### src/rtl/dmem_arbiter_if.sv
// dmem_arbiter_if: bundles the two requester ports (pipeline P, debug D)
// and the data_memory side of the arbiter.
// slave modport  = arbiter view, master modport = requesters/memory view.
interface dmem_arbiter_if #(
    parameter int DATA_W = 64,
    parameter int ADDR_W = 64
);
    // Pipeline (P) port
    logic              p_req;
    logic              p_we;
    logic [ADDR_W-1:0] p_addr;
    logic [DATA_W-1:0] p_wdata;
    logic              p_ready;
    logic              p_valid;
    logic [DATA_W-1:0] p_rdata;

    // Debug/loader (D) port
    logic              d_req;
    logic              d_we;
    logic [ADDR_W-1:0] d_addr;
    logic [DATA_W-1:0] d_wdata;
    logic              d_ready;
    logic              d_valid;
    logic [DATA_W-1:0] d_rdata;

    // data_memory side
    logic              mem_memwrite;
    logic              mem_memread;
    logic [ADDR_W-1:0] mem_add;
    logic [DATA_W-1:0] mem_write_data;
    logic [DATA_W-1:0] mem_read_data;

    modport slave (
        input  p_req, p_we, p_addr, p_wdata,
        output p_ready, p_valid, p_rdata,
        input  d_req, d_we, d_addr, d_wdata,
        output d_ready, d_valid, d_rdata,
        output mem_memwrite, mem_memread, mem_add, mem_write_data,
        input  mem_read_data
    );

    modport master (
        output p_req, p_we, p_addr, p_wdata,
        input  p_ready, p_valid, p_rdata,
        output d_req, d_we, d_addr, d_wdata,
        input  d_ready, d_valid, d_rdata,
        input  mem_memwrite, mem_memread, mem_add, mem_write_data,
        output mem_read_data
    );
endinterface

### src/rtl/dmem_arbiter.sv
// dmem_arbiter: shares the single-port data_memory between the pipeline
// MEM stage (P) and the debug/loader port (D). One transaction in flight,
// IDLE -> ACCESS -> RESP, so one transaction every 3 cycles.
// All memory-side strobes come straight from flops so the level-sensitive
// memory write never sees a combinational glitch.
// Optional feature: define DMEM_ARB_RR_EN for round-robin arbitration;
// otherwise P has fixed priority over D.
module dmem_arbiter #(
    parameter int DATA_W = 64,
    parameter int ADDR_W = 64
) (
    input  logic           clock,
    input  logic           reset,
    dmem_arbiter_if.slave  bus
);

    localparam logic [1:0] IDLE   = 2'd0;
    localparam logic [1:0] ACCESS = 2'd1;
    localparam logic [1:0] RESP   = 2'd2;

    localparam logic OWNER_P = 1'b0;
    localparam logic OWNER_D = 1'b1;

    logic [1:0]        state_q, state_d;
    logic              owner_q;
    logic              memWrite_q;
    logic              memRead_q;
    logic [ADDR_W-1:0] memAdd_q;
    logic [DATA_W-1:0] memWdata_q;
    logic              pValid_q, dValid_q;
    logic [DATA_W-1:0] pRdata_q, dRdata_q;

    logic              anyReq;
    logic              grant;
    logic              winner;
    logic              winWe;
    logic [ADDR_W-1:0] winAddr;
    logic [DATA_W-1:0] winWdata;
    logic              inAccess;

`ifdef DMEM_ARB_RR_EN
    logic              rrPtr_q;

    // Preferred-port pointer: after each grant the other port becomes preferred
    always_ff @(posedge clock) begin
        if (reset) begin
            rrPtr_q <= OWNER_P;
        end else if (grant) begin
            rrPtr_q <= ~winner;
        end
    end

    // Round-robin pick: the pointer breaks ties, a lone requester always wins
    always_comb begin
        winner = OWNER_P;
        if (bus.p_req && bus.d_req) begin
            winner = rrPtr_q;
        end else if (bus.d_req) begin
            winner = OWNER_D;
        end
    end
`else
    // Fixed priority pick: D only wins when P is not requesting
    always_comb begin
        winner = bus.p_req ? OWNER_P : OWNER_D;
    end
`endif

    // Grant decision and the winner's request fields; reset blocks any acceptance
    always_comb begin
        anyReq   = bus.p_req | bus.d_req;
        grant    = (state_q == IDLE) && anyReq && !reset;
        inAccess = (state_q == ACCESS);
        winWe    = bus.p_we;
        winAddr  = bus.p_addr;
        winWdata = bus.p_wdata;
        if (winner == OWNER_D) begin
            winWe    = bus.d_we;
            winAddr  = bus.d_addr;
            winWdata = bus.d_wdata;
        end
    end

    // Transaction sequencing: exactly one ACCESS and one RESP cycle per grant
    always_comb begin
        state_d = state_q;
        case (state_q)
            IDLE:    state_d = grant ? ACCESS : IDLE;
            ACCESS:  state_d = RESP;
            RESP:    state_d = IDLE;
            default: state_d = IDLE;
        endcase
    end

    // Datapath: latch the winner at grant, strobe the memory for one cycle,
    // then capture the response into the owner's result register
    always_ff @(posedge clock) begin
        if (reset) begin
            state_q    <= IDLE;
            owner_q    <= OWNER_P;
            memWrite_q <= 1'b0;
            memRead_q  <= 1'b0;
            memAdd_q   <= '0;
            memWdata_q <= '0;
            pValid_q   <= 1'b0;
            dValid_q   <= 1'b0;
            pRdata_q   <= '0;
            dRdata_q   <= '0;
        end else begin
            state_q    <= state_d;
            memWrite_q <= grant & winWe;
            memRead_q  <= grant & ~winWe;
            if (grant) begin
                owner_q    <= winner;
                memAdd_q   <= winAddr;
                memWdata_q <= winWdata;
            end
            pValid_q <= inAccess && (owner_q == OWNER_P);
            dValid_q <= inAccess && (owner_q == OWNER_D);
            pRdata_q <= (inAccess && (owner_q == OWNER_P) && memRead_q) ? bus.mem_read_data : '0;
            dRdata_q <= (inAccess && (owner_q == OWNER_D) && memRead_q) ? bus.mem_read_data : '0;
        end
    end

    assign bus.p_ready        = grant && (winner == OWNER_P);
    assign bus.d_ready        = grant && (winner == OWNER_D);
    assign bus.p_valid        = pValid_q;
    assign bus.d_valid        = dValid_q;
    assign bus.p_rdata        = pRdata_q;
    assign bus.d_rdata        = dRdata_q;
    assign bus.mem_memwrite   = memWrite_q;
    assign bus.mem_memread    = memRead_q;
    assign bus.mem_add        = memAdd_q;
    assign bus.mem_write_data = memWdata_q;

endmodule
### src/flat_wrapper.sv
// flat-port wrapper written by rule: the top's interface ports become plain ports
module dmem_arbiter_flat 
#(
    parameter int DATA_W = 64,
    parameter int ADDR_W = 64
)
  (clock, reset, bus_p_req, bus_p_we, bus_p_addr, bus_p_wdata, bus_p_ready, bus_p_valid, bus_p_rdata, bus_d_req, bus_d_we, bus_d_addr, bus_d_wdata, bus_d_ready, bus_d_valid, bus_d_rdata, bus_mem_memwrite, bus_mem_memread, bus_mem_add, bus_mem_write_data, bus_mem_read_data);
  dmem_arbiter_if #(.DATA_W(DATA_W), .ADDR_W(ADDR_W)) bus_i ();
  input  logic clock;
  input  logic reset;
  input wire logic [$bits(bus_i.p_req)-1:0] bus_p_req;
  input wire logic [$bits(bus_i.p_we)-1:0] bus_p_we;
  input wire logic [$bits(bus_i.p_addr)-1:0] bus_p_addr;
  input wire logic [$bits(bus_i.p_wdata)-1:0] bus_p_wdata;
  output wire logic [$bits(bus_i.p_ready)-1:0] bus_p_ready;
  output wire logic [$bits(bus_i.p_valid)-1:0] bus_p_valid;
  output wire logic [$bits(bus_i.p_rdata)-1:0] bus_p_rdata;
  input wire logic [$bits(bus_i.d_req)-1:0] bus_d_req;
  input wire logic [$bits(bus_i.d_we)-1:0] bus_d_we;
  input wire logic [$bits(bus_i.d_addr)-1:0] bus_d_addr;
  input wire logic [$bits(bus_i.d_wdata)-1:0] bus_d_wdata;
  output wire logic [$bits(bus_i.d_ready)-1:0] bus_d_ready;
  output wire logic [$bits(bus_i.d_valid)-1:0] bus_d_valid;
  output wire logic [$bits(bus_i.d_rdata)-1:0] bus_d_rdata;
  output wire logic [$bits(bus_i.mem_memwrite)-1:0] bus_mem_memwrite;
  output wire logic [$bits(bus_i.mem_memread)-1:0] bus_mem_memread;
  output wire logic [$bits(bus_i.mem_add)-1:0] bus_mem_add;
  output wire logic [$bits(bus_i.mem_write_data)-1:0] bus_mem_write_data;
  input wire logic [$bits(bus_i.mem_read_data)-1:0] bus_mem_read_data;
  assign bus_i.p_req = bus_p_req;
  assign bus_i.p_we = bus_p_we;
  assign bus_i.p_addr = bus_p_addr;
  assign bus_i.p_wdata = bus_p_wdata;
  assign bus_p_ready = bus_i.p_ready;
  assign bus_p_valid = bus_i.p_valid;
  assign bus_p_rdata = bus_i.p_rdata;
  assign bus_i.d_req = bus_d_req;
  assign bus_i.d_we = bus_d_we;
  assign bus_i.d_addr = bus_d_addr;
  assign bus_i.d_wdata = bus_d_wdata;
  assign bus_d_ready = bus_i.d_ready;
  assign bus_d_valid = bus_i.d_valid;
  assign bus_d_rdata = bus_i.d_rdata;
  assign bus_mem_memwrite = bus_i.mem_memwrite;
  assign bus_mem_memread = bus_i.mem_memread;
  assign bus_mem_add = bus_i.mem_add;
  assign bus_mem_write_data = bus_i.mem_write_data;
  assign bus_i.mem_read_data = bus_mem_read_data;
  dmem_arbiter #(.DATA_W(DATA_W), .ADDR_W(ADDR_W)) u_core (.clock(clock), .reset(reset), .bus(bus_i));
endmodule
### config.mk
export PLATFORM = sky130hd
export DESIGN_NAME = dmem_arbiter_flat
export DESIGN_NICKNAME = d
export VERILOG_FILES = /design/src/rtl/dmem_arbiter_if.sv /design/src/rtl/dmem_arbiter.sv /design/src/flat_wrapper.sv
export SDC_FILE = /design/constraint.sdc
export NUM_CORES = 1
export LEC_CHECK = 0
export CAP_MARGIN = 20
export CORE_AREA = 2 2 227 229
export CTS_CLUSTER_DIAMETER = 80
export DETAILED_ROUTE_END_ITERATION = 8
export DIE_AREA = 0 0 229 231
export GPL_ROUTABILITY_DRIVEN = 0
export SYNTH_ARGS = -nofsm -noshare
export SYNTH_HDL_FRONTEND = slang
export SYNTH_SLANG_ARGS = --single-unit
export TNS_END_PERCENT = 100
### constraint.sdc
create_clock -name clock -period 4.4 [get_ports clock]
set_clock_uncertainty 0.2 [all_clocks]
set_input_delay 0.66 -clock clock [delete_from_list [all_inputs] [get_ports clock]]
set_output_delay 0.66 -clock clock [all_outputs]
set_load 0.05 [all_outputs]
* Word-level counts from Yosys, hierarchy flattened *
Cells that the tools add are included.

storage, ports and cells
  output and inout port bits = 262
  bits of input ports = 326
  register bits = 263
  word-level logic and storage cells = 36

operators by class
  eq/ne operators = 1
  reductions and logical operators = 12
  bitwise logic cells = 7
  multiplexer cells = 6

operators with widths
  cell                                                                    count
  64-bit 2-to-1 mux                                                       2
  1-bit logical AND                                                       8
  1-bit NOT                                                               4
  2-bit case mux with 2 select lines                                      1
  2-bit OR reduction                                                      2
  1-bit 2-to-1 mux                                                        3
  1-bit AND                                                               2
  2-bit by 1-bit equality test with 1-bit output (second input constant)  1
  2-bit logical NOT                                                       1
  1-bit logical NOT                                                       1
  1-bit bitwise OR                                                        1

* Depth between registers and ports, before layout *
Gate-level depths: netlist of the first run.

  depth after elaboration = 5
  mapped depth = 8
  mapped depth without buffers = 4

* Least setup slack after synthesis of the first run *
No wires, ideal clock.

  kind = input -> output
  from = input bus_p_req
  to = output bus_d_ready
  data arrival time = 1801 ps
  setup slack = 1739 ps
  cell stages on the path = 4
  buffers on the path = 3
  required time = 3540 ps
  cells stage by stage = clkbuf_2 -> buf_2 -> buf_2 -> nor2_1

between the ends
  longest elaborated chain between the ends = 4
  elaborated cells between the ends (all ways) = 5
  classes of those cells = mux: 1; bitwise: 1; reduce/logical: 3

ends and longest elaborated chain
  item                             RTL line             text
  start, declared                  flat_wrapper.sv:11   input wire logic [$bits(bus_i.p_req)-1:0] bus_p_req;
  1-bit bitwise OR                 dmem_arbiter.sv:71   anyReq = bus.p_req | bus.d_req;
  1-bit logical AND (2 in series)  dmem_arbiter.sv:72   grant = (state_q == IDLE) && anyReq && !reset;
  1-bit logical AND (*)            dmem_arbiter.sv:126  assign bus.d_ready = grant && (winner == OWNER_D);
  end, declared                    flat_wrapper.sv:22   output wire logic [$bits(bus_i.d_ready)-1:0] bus_d_ready;

Mark *: on every way between the ends. The rest lies on a longest branch, timed or not.

* Worst setup path after layout of the first run *
  from = register u_core.state_q[1]
  to = output bus_d_ready

between the ends
  longest elaborated chain between the ends = 4

ends and longest elaborated chain
  item                             RTL line             text
  start, declared                  dmem_arbiter.sv:24   logic [1:0] state_q, state_d;
  start signal, assigned           dmem_arbiter.sv:110  state_q <= state_d;
  2-bit logical NOT                dmem_arbiter.sv:72
  1-bit logical AND (2 in series)  dmem_arbiter.sv:72
  1-bit logical AND                dmem_arbiter.sv:126

No other way between the ends.

==> results of run 1 <==
## routing by layer
layer / routed length (um) / vias up
met5: 0 / -
met4: 836 / 0
met3: 2440 / 55
met2: 19200 / 288
met1: 15100 / 4104
li1: - / 4235
## cells in the mapped netlist
library cell  count
and4_1            1
mux2i_1         129
clkbuf_2          1
buf_1             8
a21oi_1         129
buf_4             3
inv_2             1
and2_1          130
dfxtp_1         263
nor2_1            3
a211oi_1         18
nor2b_1           1
buf_6            13
nor3_1            1
a211oi_2        110
and4b_1           1
clkbuf_1         22
or2_1             1
and3_1            2
nand2_2           1
nor3_4            1
buf_2            40
## stage by stage
step,cell area (um^2),cells,power [mW]
global route,17600,2135,7.06
global placement,16500,2072,4.10
detailed placement,16500,2072,4.11
finish,17600,2135,6.79
floorplan,10100,879,3.47
CTS,17600,2134,6.89
## power breakdown
part	leakage, nW	total (mW)	switching [mW]	internal (mW)
clock	0.540	2.74	1.08	1.66
combinational	3.84	1.48	0.850	0.633
sequential	2.15	2.57	0.0674	2.50
total	6.53	6.79	2.00	4.79
## path summary, 6_finish.rpt
check | depth (start not counted) | start | end
setup / recovery | 4 | u_core.state_q[1]$_SDFF_PP0_ | bus_d_ready
setup reg to reg | 5 | u_core.state_q[1]$_SDFF_PP0_ | u_core.bus.mem_write_data[4]$_SDFFE_PP0P_
hold reg to reg | 2 | u_core.bus.mem_write_data[57]$_SDFFE_PP0P_ | u_core.bus.mem_write_data[57]$_SDFFE_PP0P_
hold / removal | 2 | u_core.bus.mem_write_data[57]$_SDFFE_PP0P_ | u_core.bus.mem_write_data[57]$_SDFFE_PP0P_
## sequential cells by signal, indices dropped and copies added (netlist names)
name	flops
u_core.owner_q	1
u_core.bus.d_valid	1
u_core.bus.p_rdata	64
u_core.bus.mem_memread	1
u_core.bus.d_rdata	64
u_core.bus.mem_memwrite	1
u_core.bus.mem_write_data	64
u_core.bus.mem_add	64
u_core.state_q	2
u_core.bus.p_valid	1
## layout make-up
cell class	instances	share of cell area [%]
inverters	1	0.0497
repair buffers	601	34.2
flip-flops and latches	263	29.9
multi-input cells	528	24.7
clock buffers	48	5.47
well taps	680	4.83
clock inverters	14	0.853
## critical path: stages (launching register included)
cell and delay [ns]:
dfxtp_1 0.34, nor3_4 0.42, nand2_2 0.18, nor2_1 0.19, clkdlybuf4s50_1 0.84
## kinds of logic after synthesis
kind of cell	synth area share, %
AOI/OAI and AO/OA	21.4
buffers and inverters	4.86
and+or+nand+nor	8.87
muxes	12.8
DFF	52.1
==> impl_metrics.yaml, run 1 <==
final_layout:
  fill_cells: 5155
  drive_above_1_share_pct: 12.7
  diodes: 0
  utilization_pct: 34.7
  final_cell_mix: "clkdlybuf4s50_1, dfxtp_1, and2_1"
  fin_nets: 1755
  final_common_cell: "clkdlybuf4s50_1"
  regArea_um2: 5270
  multi_input_area_um2: 4350
  area_growth_pct: 74.3
timing:
  whs_ns: 0.317
  rsz0062_at_grt: "false"
  fin_crit_sh_pct: 76.3
  max_slew_margin_pct: 32.8
  hold_viol_final: 0
  tns_ns: 0
  worst_pin_slew_ns: 1.01
  min_period_ns: 3.36
  slew_violations: 0
  finalSetupViolations: 0
  fmax_ghz: 0.298
  fin_ws_ns: 1.04
worst_setup_path:
  crit_fanout: 12
  required_ns: 3.54
  cp-start-kind: "flop"
  r2r_setup_slack_ns: 1.58
  crit_path_end_kind: "primary output"
  crit_type: "flop to primary output"
  crit_arrival_ns: 2.50
global_route:
  overflow: 0
  grt_pass1_wl_um: 55600
  grt_max_degree: 102
  busiest_layer: "met2"
  grt_usage_pct: 13.6
  grt_pass1_vias: 9119
  grt_antenna_before_repair: 0
  grtUsageMet2_pct: 24.4
  use_met1_pct: 15.5
  gr-usage-met3_pct: 3.89
clock_tree:
  clk_pin_slew_ns: 0.06
  clockBufferDepth: 3
  postCtsSetupBuffers: 0
  cts_resized: 0
  cts_tree: "built"
  clockRootBuffer: "clkbuf_16"
  clock_tree.htree_level_count: 2
  cts_buffers: 34
  clock_latency_ns: 0.53
  cts.sinks: 263
  hold_buffers: 0
detailed_routing:
  drc: 0
  num_vias: 8682
  ant_nets: 0
  via_per_inst: 4.07
  drt_wl_total_um: 37600
  drtIter0Drc: 303
  first_pass_iters: 4
  avgRoutedWirePerCell_um: 17.6
yosys:
  netlist_area_um2: 10100
  synth_area_leaders: "dfxtp_1, a211oi_2, mux2i_1"
  syn_nets: 1205
  ys_seq_area_share_pct: 52.1
  ys_types: 22
  yosys_warnings: 0
  synth_top_area_share_pct: 52.1
  synth_top_area_cell: "dfxtp_1"
  synth-seq-cells: 263
  avgSynthCellArea_um2: 11.5
  syn_inst: 879
worst_hold_path:
  hp-class: "flop to flop"
floorplan:
  start_util_pct: 19.9
  num_rows: 83
  ios: 588
  core_um2: 50700
  die_area_um2: 52900
  die_width_um: 229
  die_h_um: 231
pwr:
  peakVddDrop_v: 0.000207
  power.density_nw_per_um2: 386
  p_leak_nw: 6.53
place:
  io_buffer_count: 587
  dp_slack_ns: 1.09
  dp_hpwl_um: 28000
job:
  drv_cap: 0
outcome:
  status: "completed"
(Power assumes the default switching activity.)
==> run 2, diff against run 1 <==
--- a/config.mk
+++ b/config.mk
@@ -6,10 +6,10 @@
 export NUM_CORES = 1
 export LEC_CHECK = 0
 export CAP_MARGIN = 20
-export CORE_AREA = 2 2 227 229
+export CORE_AREA = 2 2 229 231
 export CTS_CLUSTER_DIAMETER = 80
 export DETAILED_ROUTE_END_ITERATION = 8
-export DIE_AREA = 0 0 229 231
+export DIE_AREA = 0 0 231 233
 export GPL_ROUTABILITY_DRIVEN = 0
 export SYNTH_ARGS = -nofsm -noshare
 export SYNTH_HDL_FRONTEND = slang
==> constraint.sdc (replaced) <==
create_clock -name clock -period 3.3 [get_ports clock]
set_clock_uncertainty 0.2 [all_clocks]
set_input_delay 0.495 -clock clock [delete_from_list [all_inputs] [get_ports clock]]
set_output_delay 0.495 -clock clock [all_outputs]
set_load 0.05 [all_outputs]
==> run 2 against run 1 <==
Combinational power increased by 36%. Final cell count increased by 0.56%. Critical path type is now input pin to primary output. Largest power group unchanged. Global-route usage increased by 0.42 points. Sequential share of layout area decreased by 0.26 points.
==> impl_metrics.yaml, run 2 (same netlist as run 1, synthesis figures left out) <==
outcome:
  status: "completed"
floorplan:
  die_width_um: 231
  start_util_pct: 19.8
  core_um2: 51100
  die_h_um: 233
  die_area_um2: 53800
  num_rows: 83
  ios: 588
worst_setup_path:
  crit_arrival_ns: 2.02
  critical_path.max_stage_delay_ns: 0.55
  cp_cell_sequence: "dlygate4sd3_1 > buf_6 > nor3_4 > nand2_2 > nor2_1 > buf_12"
  crit_fanout: 6
  crit_type: "input pin to primary output"
  cp-start-kind: "input pin"
  startpoint: "reset"
  crit_path_end_kind: "primary output"
  rr_startpoint: "u_core.state_q[1]$_SDFF_PP0_"
  required_ns: 2.60
  reg2reg_depth: 5
  slowest_stage: "dlygate4sd3_1"
global_route:
  overflow: 0
  grt_pass1_vias: 9165
  grt_usage_pct: 14.0
  grt_antenna_before_repair: 2
  grt_max_degree: 127
  grt_pass1_wl_um: 57000
timing:
  worst_pin_slew_ns: 0.988
  finalSetupViolations: 0
  slew_violations: 0
  max_slew_margin_pct: 34.1
  tns_ns: 0
  hold_viol_final: 0
  fmax_ghz: 0.369
  rsz0062_at_grt: "false"
  min_period_ns: 2.71
  whs_ns: 0.271
  fin_crit_sh_pct: 82.1
place:
  io_buffer_count: 587
  placed_cells: 2083
  place_area_um2: 16600
  dp_hpwl_um: 30100
clock_tree:
  postCtsSetupBuffers: 0
  clock_latency_ns: 0.53
  cts_tree: "built"
  cts_buffers: 34
  clk_pin_slew_ns: 0.05
  clockRootBuffer: "clkbuf_16"
  hold_buffers: 1
  clock_tree.htree_level_count: 2
  clockBufferDepth: 3
  cts_resized: 0
  cts.sinks: 263
final_layout:
  drive_above_1_share_pct: 13.5
  final_cell_mix: "clkdlybuf4s50_1, dfxtp_1, and2_1"
  final_cells: 2147
  area_growth_pct: 75.9
  fin_nets: 1766
  final_common_cell: "clkdlybuf4s50_1"
  fin_area_um2: 17800
worst_hold_path:
  hp-class: "input pin to flop"
  whs_path_depth: 3
  min_from: "bus_p_req"
detailed_routing:
  first_pass_iters: 4
  ant_nets: 0
  num_vias: 8744
  drt_wl_total_um: 39400
  drc: 0
  drtIter0Drc: 300
  via_per_inst: 4.07
  avgRoutedWirePerCell_um: 18.4
pwr:
  finalPower_mw: 9.08
  power.density_nw_per_um2: 511
  peakVddDrop_v: 0.000276
  p_leak_nw: 6.60
job:
  drv_cap: 0
## run 2: layer usage
| layer | share of wire, % | track usage, % | routed length, um |
|---|---|---|---|
| met1 | 41 | 16.6 | 16100 |
| met3 | 6.1 | 3.66 | 2390 |
| met4 | 2.7 | 5.10 | 1050 |
| met5 | 0 | 0 | 0 |
| met2 | 50 | 24.3 | 19900 |
## run 2: worst max-delay path: cells and delay by family
family                 cells  cell delay [ns]
buffers and inverters      3             0.87
AND/OR/NAND/NOR            3             0.66
## run 2: final timing paths
kind                                                                    to  slack [ns]
worst max-delay path                                           bus_d_ready        0.59
worst min-delay path                    u_core.bus.mem_memwrite$_SDFF_PP0_        0.27
worst max register to register  u_core.bus.mem_write_data[54]$_SDFFE_PP0P_        1.35
worst min register to register               u_core.bus.p_valid$_SDFF_PP0_        0.29
## run 2: power by group
group          total [mW]  switching [mW]  leakage, nW  internal (mW)
Clock                3.65            1.46        0.535           2.19
Combinational        2.01            1.15         3.92          0.862
Sequential           3.42          0.0880         2.15           3.34
## run 2: cell type report
| class | instances | area [um^2] |
|---|---|---|
| Fill cell | 5124 | 33300 |
| Clock buffer | 45 | 942 |
| Timing Repair Buffer | 612 | 6180 |
| Tap cell | 680 | 851 |
| Inverter | 1 | 8.76 |
| Clock inverter | 16 | 166 |
| Multi-Input combinational cell | 528 | 4350 |
| Sequential cell | 263 | 5270 |
| Antenna cell | 2 | 5.00 |
## run 2: stage by stage
stage          setup slack (ns)  utilization (%)
3_3_place_gp              0.812             32.6
4_1_cts                   0.575             34.8
6_report                  0.589             34.8
3_5_place_dp              0.837             32.6
2_1_floorplan             0.969                -
5_1_grt                   0.458             34.8
